### src/rtl/spi_dac_master.sv
// SPI mode-0 master for the board DAC: frames commands under chip select,
// shifts in the DAC readback on MISO, and generates the DAC clear pulse.
module spi_dac_master #(
  parameter int DATA_WIDTH = 32,
  parameter int CLK_DIV    = 2,
  parameter int CLR_CYCLES = 4,
  parameter int CS_IDLE    = 2
) (
  input  logic                  clk,
  input  logic                  reset,
  input  logic [DATA_WIDTH-1:0] tx_data,
  input  logic                  tx_enable,
  input  logic                  clr_req,
  input  logic                  spi_miso,
  output logic                  spi_sck,
  output logic                  spi_mosi,
  output logic                  dac_cs_n,
  output logic                  dac_clr_n,
  output logic                  busy,
  output logic                  done,
  output logic [DATA_WIDTH-1:0] rx_data
);

  localparam int CMAX_A = (CLK_DIV > CLR_CYCLES) ? CLK_DIV : CLR_CYCLES;
  localparam int CMAX   = (CMAX_A > CS_IDLE) ? CMAX_A : CS_IDLE;
  localparam int CW     = $clog2(CMAX + 1);
  localparam int BW     = $clog2(DATA_WIDTH);

  typedef enum logic [2:0] {
    IDLE,
    SHIFT,
    HOLD,
    GAP,
    CLEAR
  } state_t;

  state_t                state_q, state_d;
  logic [CW-1:0]         cnt_q, cnt_d;
  logic [BW-1:0]         bit_q, bit_d;
  logic [DATA_WIDTH-1:0] tx_sr_q, tx_sr_d;
  logic [DATA_WIDTH-1:0] rx_sr_q, rx_sr_d;
  logic [DATA_WIDTH-1:0] rx_data_q, rx_data_d;
  logic                  sck_q, sck_d;
  logic                  mosi_q, mosi_d;
  logic                  cs_n_q, cs_n_d;
  logic                  clr_n_q, clr_n_d;
  logic                  busy_q, busy_d;
  logic                  done_q, done_d;

  always_ff @(posedge clk or negedge reset) begin
    if (!reset) begin
      state_q   <= IDLE;
      cnt_q     <= '0;
      bit_q     <= '0;
      tx_sr_q   <= '0;
      rx_sr_q   <= '0;
      rx_data_q <= '0;
      sck_q     <= 1'b0;
      mosi_q    <= 1'b0;
      cs_n_q    <= 1'b1;
      clr_n_q   <= 1'b1;
      busy_q    <= 1'b0;
      done_q    <= 1'b0;
    end else begin
      state_q   <= state_d;
      cnt_q     <= cnt_d;
      bit_q     <= bit_d;
      tx_sr_q   <= tx_sr_d;
      rx_sr_q   <= rx_sr_d;
      rx_data_q <= rx_data_d;
      sck_q     <= sck_d;
      mosi_q    <= mosi_d;
      cs_n_q    <= cs_n_d;
      clr_n_q   <= clr_n_d;
      busy_q    <= busy_d;
      done_q    <= done_d;
    end
  end

  always_comb begin
    state_d   = state_q;
    cnt_d     = cnt_q;
    bit_d     = bit_q;
    tx_sr_d   = tx_sr_q;
    rx_sr_d   = rx_sr_q;
    rx_data_d = rx_data_q;
    sck_d     = sck_q;
    mosi_d    = mosi_q;
    cs_n_d    = cs_n_q;
    clr_n_d   = clr_n_q;
    busy_d    = busy_q;
    done_d    = 1'b0;
    unique case (state_q)
      IDLE: begin
        if (clr_req) begin
          state_d = CLEAR;
          cnt_d   = CW'(CLR_CYCLES - 1);
          clr_n_d = 1'b0;
          busy_d  = 1'b1;
        end else if (tx_enable) begin
          state_d = SHIFT;
          cnt_d   = CW'(CLK_DIV - 1);
          bit_d   = BW'(DATA_WIDTH - 1);
          // tx_sr holds the bits still to follow the one on MOSI
          tx_sr_d = {tx_data[DATA_WIDTH-2:0], 1'b0};
          mosi_d  = tx_data[DATA_WIDTH-1];
          sck_d   = 1'b0;
          cs_n_d  = 1'b0;
          busy_d  = 1'b1;
        end
      end
      SHIFT: begin
        if (cnt_q != '0) begin
          cnt_d = cnt_q - 1'b1;
        end else begin
          cnt_d = CW'(CLK_DIV - 1);
          if (!sck_q) begin
            sck_d   = 1'b1;
            rx_sr_d = {rx_sr_q[DATA_WIDTH-2:0], spi_miso};
          end else begin
            sck_d = 1'b0;
            if (bit_q == '0) begin
              state_d = HOLD;
            end else begin
              bit_d   = bit_q - 1'b1;
              mosi_d  = tx_sr_q[DATA_WIDTH-1];
              tx_sr_d = {tx_sr_q[DATA_WIDTH-2:0], 1'b0};
            end
          end
        end
      end
      HOLD: begin
        if (cnt_q != '0) begin
          cnt_d = cnt_q - 1'b1;
        end else begin
          cs_n_d    = 1'b1;
          done_d    = 1'b1;
          rx_data_d = rx_sr_q;
          // the done cycle is the first of the CS_IDLE high cycles
          if (CS_IDLE > 1) begin
            state_d = GAP;
            cnt_d   = CW'(CS_IDLE - 2);
          end else begin
            state_d = IDLE;
            busy_d  = 1'b0;
          end
        end
      end
      GAP: begin
        if (cnt_q != '0) begin
          cnt_d = cnt_q - 1'b1;
        end else begin
          state_d = IDLE;
          busy_d  = 1'b0;
        end
      end
      CLEAR: begin
        if (cnt_q != '0) begin
          cnt_d = cnt_q - 1'b1;
        end else begin
          state_d = IDLE;
          clr_n_d = 1'b1;
          busy_d  = 1'b0;
        end
      end
      default: begin
        state_d = IDLE;
      end
    endcase
  end

  assign spi_sck   = sck_q;
  assign spi_mosi  = mosi_q;
  assign dac_cs_n  = cs_n_q;
  assign dac_clr_n = clr_n_q;
  assign busy      = busy_q;
  assign done      = done_q;
  assign rx_data   = rx_data_q;

endmodule

### config.mk
export PLATFORM = sky130hd
export DESIGN_NAME = spi_dac_master
export DESIGN_NICKNAME = d
export VERILOG_FILES = /design/src/rtl/spi_dac_master.sv
export SDC_FILE = /design/constraint.sdc
export NUM_CORES = 1
export LEC_CHECK = 0
export CORE_MARGIN = 3
export CORE_UTILIZATION = 30
export DETAILED_ROUTE_END_ITERATION = 8
export HOLD_SLACK_MARGIN = 0.06
export MAX_ROUTING_LAYER = met4
export SETUP_SLACK_MARGIN = 0.5
export SYNTH_ARGS = -nofsm -noshare
export SYNTH_HDL_FRONTEND = slang
export SYNTH_SLANG_ARGS = --single-unit
### constraint.sdc
create_clock -name clk -period 2.5 [get_ports clk]
set_input_delay 0.25 -clock clk [delete_from_list [all_inputs] [get_ports clk]]
set_output_delay 0.25 -clock clk [all_outputs]
set_load 0.02 [all_outputs]
# Word level (Yosys, flattened, before mapping)
# Cells that the tools add are included.
# Widths: inputs -> output; s select.
[totals]
mem_bits_ro = 0
input_bits = 37
latchBits = 0
reg_bits = 113
ramBits = 0
n_memories = 0
[op_classes]
order_cmp = 0
div_mod_pow = 0
eq_ne = 16
n_bitwise = 2
muxes = 46
n_reduce_logical = 18
mul = 0
addsub = 2
shifts = 0
[op_table]
columns = ["operator", "count"]
rows = [
  ["$mux 32", 5],
  ["$pmux 32 s2", 1],
  ["$mux 3", 11],
  ["$mux 5", 5],
  ["$pmux 3 s4", 2],
  ["$ne 2x2->1 const B", 10],
  ["$mux 1", 16],
  ["$reduce_and 3->1", 4],
  ["$reduce_and 6->1", 2],
  ["$pmux 1 s2", 5],
  ["$pmux 5 s2", 1],
  ["$reduce_and 4->1", 2],
  ["$reduce_bool 2->1", 4],
  ["$eq 3x2->1 const B", 2],
  ["$logic_not 5->1", 1],
  ["$sub 5x1->5 const B", 1],
  ["$reduce_bool 4->1", 1],
  ["$eq 3x1->1 const B", 1],
  ["$eq 3x3->1 const B", 1],
  ["$logic_not 3->1", 1],
  ["$ne 3x3->1 const B", 1],
  ["$reduce_bool 3->1", 1],
  ["$sub 3x1->3 const B", 1],
  ["$ne 2x1->1 const B", 1],
  ["3 further kinds", 4],
]

# Logic depth before layout (Yosys ltp)
[logic_depth]
ltp_word = 5
mapped_depth = 9

# Worst setup path before layout
# OpenSTA, ideal clock, no wires.
[synth_timing]
path_type = "reg-to-reg"
start = "reg cnt_q[0]"
end = "reg tx_sr_q[10]"
n_path_buf = 3
setup_slack_ns = 0.709
required_time_ns = 2.373
arrival_ns = 1.664
path_stages_with_launch = 10
path_cell_list = "dfrtp_1 > inv_1 > ha_1 > nor2b_1 > clkbuf_1 > nand3_1 > o21ai_1 > buf_4 > buf_4 > a31oi_1"
[synth_via]
elab_chain_len = 3
[synth_lines]
columns = ["element", "line", "source"]
rows = [
  ["start: declaration", "38", "logic [CW-1:0] cnt_q, cnt_d;"],
  ["start signal: assignment", "66", "cnt_q <= cnt_d;"],
  ["$reduce_bool 3->1", "113", "if (cnt_q != '0) begin"],
  ["$ne 2x2->1 (no source line)", "-", ""],
  ["$reduce_and 6->1 (no source line)", "-", ""],
  ["end signal: assignment", "68", "tx_sr_q <= tx_sr_d;"],
  ["end: declaration", "40", "logic [DATA_WIDTH-1:0] tx_sr_q, tx_sr_d;"],
]
# Every way passes these cells.
# A chain may end at the register's enable or synchronous reset.

# Worst setup path in the final report
[layout_timing]
start = "reg cnt_q[0]"
end = "reg rx_data_q[9] (netlist: rx_data[9])"
[layout_via]
elab_chain_len = 3
[layout_lines]
columns = ["element", "line", "source"]
rows = [
  ["$reduce_bool 3->1", "133", "if (cnt_q != '0) begin"],
  ["$not 1->1 (no source line)", "-", ""],
  ["$reduce_and 2->1 (no source line)", "-", ""],
  ["end signal: assignment", "70", "rx_data_q <= rx_data_d;"],
  ["end: declaration", "42", "logic [DATA_WIDTH-1:0] rx_data_q, rx_data_d;"],
]
# Every way passes these cells.

==> metrics.yaml <==
outcome: "finished, final reports clean"
final_antenna_net_count: 0
final_nets: 533
core_sq_um: 15400
syn-cell-area_sq_um: 4770
htree_levels: 3
arrival_ps: 2140
synth_mux_area_share_pct: 15.3
grt_usage_pct: 12.1
synth-simple-area-share_pct: 12.4
hp-class: "in -> async"
antenna_found_initial: 0
synth.avg_cell_area_sq_um: 11.2
wl_per_cell_um: 13.5
drc: 0
grt_max_degree: 68
firstDrtPassIters: 5
cp-start-kind: "register"
ys.flop_type: "dfrtp_1"
cts_tree: "yes"
grt-ovfl-total: 0
synth.ff_latch_count: 112
die_y_um: 132
fin_crit_ps: 1900
synth.area.top_cells: "dfrtp_1, mux2_2, nand2_1"
num_vias: 3336
cp_max_fo: 33
relSlewSlack_pct: 57.6
synth_common_cells: "dfrtp_1, nand2_1, mux2_2, nor2_1, a31oi_1"
max_freq_ghz: 0.526
cap_violations: 0
hpwl_um: 6400
routed_wl_um: 9600
clk_path_buf_depth: 2
synth_cells: 426
synthAdderAreaFrac_pct: 0.997
powerDensity_nw_per_um2: 802
synth_xor_area_share_pct: 0.184
ios: 75
drive_gt1_share_pct: 20.5
synth_top_family_by_area: "multiplexers"
synth-compound-area-share_pct: 9.13
fin_worst_skew_ps: 10.4
synth-edff-count: 0
yosysMostFrequentCell: "dfrtp_1"
placed_cells: 692
cts_setup_buffers: 0
postSynthNetCount: 466
async_flop_share_pct: 100
ys_warn_count: 0
clock_sinks: 112
grt_pass1_wl_um: 16800
rsz0062_at_grt: "true"
io_buffers: 74
synthDistinctLibCells: 37
stdcell_count: 709
first_global_vias: 3400
rows: 45
synth_top_area_share_pct: 57.7
yosysTopAreaCell: "dfrtp_1"
place.gp.congestion: 0.782
die_area_sq_um: 17400
path_class: "reg -> reg"
diodes: 0
die_w_um: 132
fin_tns_setup_ps: 0
clock_latency_ps: 350
via_per_inst: 4.71
cts-root-buf: "clkbuf_16"
finalHoldViolations: 0
end_kind: "register"
final_max_slew_viol_count: 0
clk_transition_reported_paths_ps: 70
setup_violations: 0
required_ps: 2740
p_leak_uw: 0.00277
area_growth_pct: 28.3
numCtsBuffers: 9
seq_area_frac_synth_pct: 58.8
min_period_over_period_pct: 76.1
drt_iter0_drc: 152
irDropWorstVdd_mv: 0.311
start_util_pct: 31.0
worst_pin_slew_ps: 636
[per-layer routing]
layer	part of all wire, %	global-route usage (%)	vias up
li1	-	-	1605
met1	49	16.2	1636
met2	45	17.5	79
met3	4.5	3.28	16
met4	1.6	4.32	0
met5	0	-	-
[timing repair]
| item | 4_1_cts | 5_1_grt |
|---|---|---|
| setup endpoints to repair | 46 | 101 |
| hold buffers | 1 | 0 |
| resized for setup | 6 | 13 |
| endpoints found under the hold margin | 45 | 0 |
[worst paths after layout]
path	endpoint	slack, ps	cells after the start	from
worst max-delay path	rx_data[9]$_DFFE_PN0P_	600	7	cnt_q[0]$_DFFE_PN0P_
worst min-delay path	tx_sr_q[14]$_DFFE_PN0P_	450	2	reset
worst max register to register	rx_data[9]$_DFFE_PN0P_	600	7	cnt_q[0]$_DFFE_PN0P_
worst min register to register	tx_sr_q[1]$_DFFE_PN0P_	480	2	tx_sr_q[1]$_DFFE_PN0P_
max in group asynchronous	rx_data[9]$_DFFE_PN0P_	1270	3	reset
min in group clk	spi_mosi$_DFFE_PN0P_	450	3	tx_data[31]
[logic make-up after synthesis]
logic type / count (synthesis)
xor+xnor: 1
mux: 65
buf+inv: 33
simple gates: 140
flops: 112
fa+ha+maj: 4
compound gates: 71
[area by class of cell]
type	instances	area (sq um)
Inverter	7	26.3
Multi-Input combinational cell	281	1870
Timing Repair Buffer	82	840
Tap cell	211	264
Clock inverter	5	62.6
Clock buffer	11	243
Fill cell	1473	9250
Sequential cell	112	2810
[cells in the final DEF (no fill, tap or decap), drive strengths merged, types with 7 or more instances in the layout]
master	synthesis	routed
nand3	9	9
nor2	46	46
clkdlybuf4s50	0	73
o21ai	14	14
clkbuf	11	12
mux2	64	64
a21oi	11	11
a31oi	32	32
inv	7	9
dfrtp	110	110
buf	15	7
nand2	72	72
[power by group]
group	internal [uW]	switching, uW	total [uW]	leakage [uW]
clock network	815	666	1480	0.000148
registers	2110	214	2330	0.00135
logic	534	566	1100	0.00127
[critical path: stages (launching register included)]
cell and delay (ps):
dfrtp_1 370, inv_1 70, ha_1 200, nor2b_2 170, buf_4 190, nand3_2 90
clkbuf_8 300, mux2_2 380
[state kept, by name, indices dropped and copies added, names as in the netlist]
register	count
bit_q	5
busy	1
cnt_q	3
dac_clr_n	1
dac_cs_n	1
done	1
rx_data	32
rx_sr_q	32
spi_mosi	1
spi_sck	1
state_q	3
tx_sr_q	31
[stage by stage]
stage	utilization (%)	hold slack (ps)	total power, uW	area [sq um]	setup WS [ps]
after global placement	37.3	311	3400	5740	510
after CTS	39.5	442	4960	6070	520
after global routing	39.8	461	5260	6120	489
after floorplan	-	-45.6	3110	4770	709
final	39.8	453	4910	6120	597
after detailed placement	37.3	324	3450	5740	470
(Power assumes the default switching activity.)
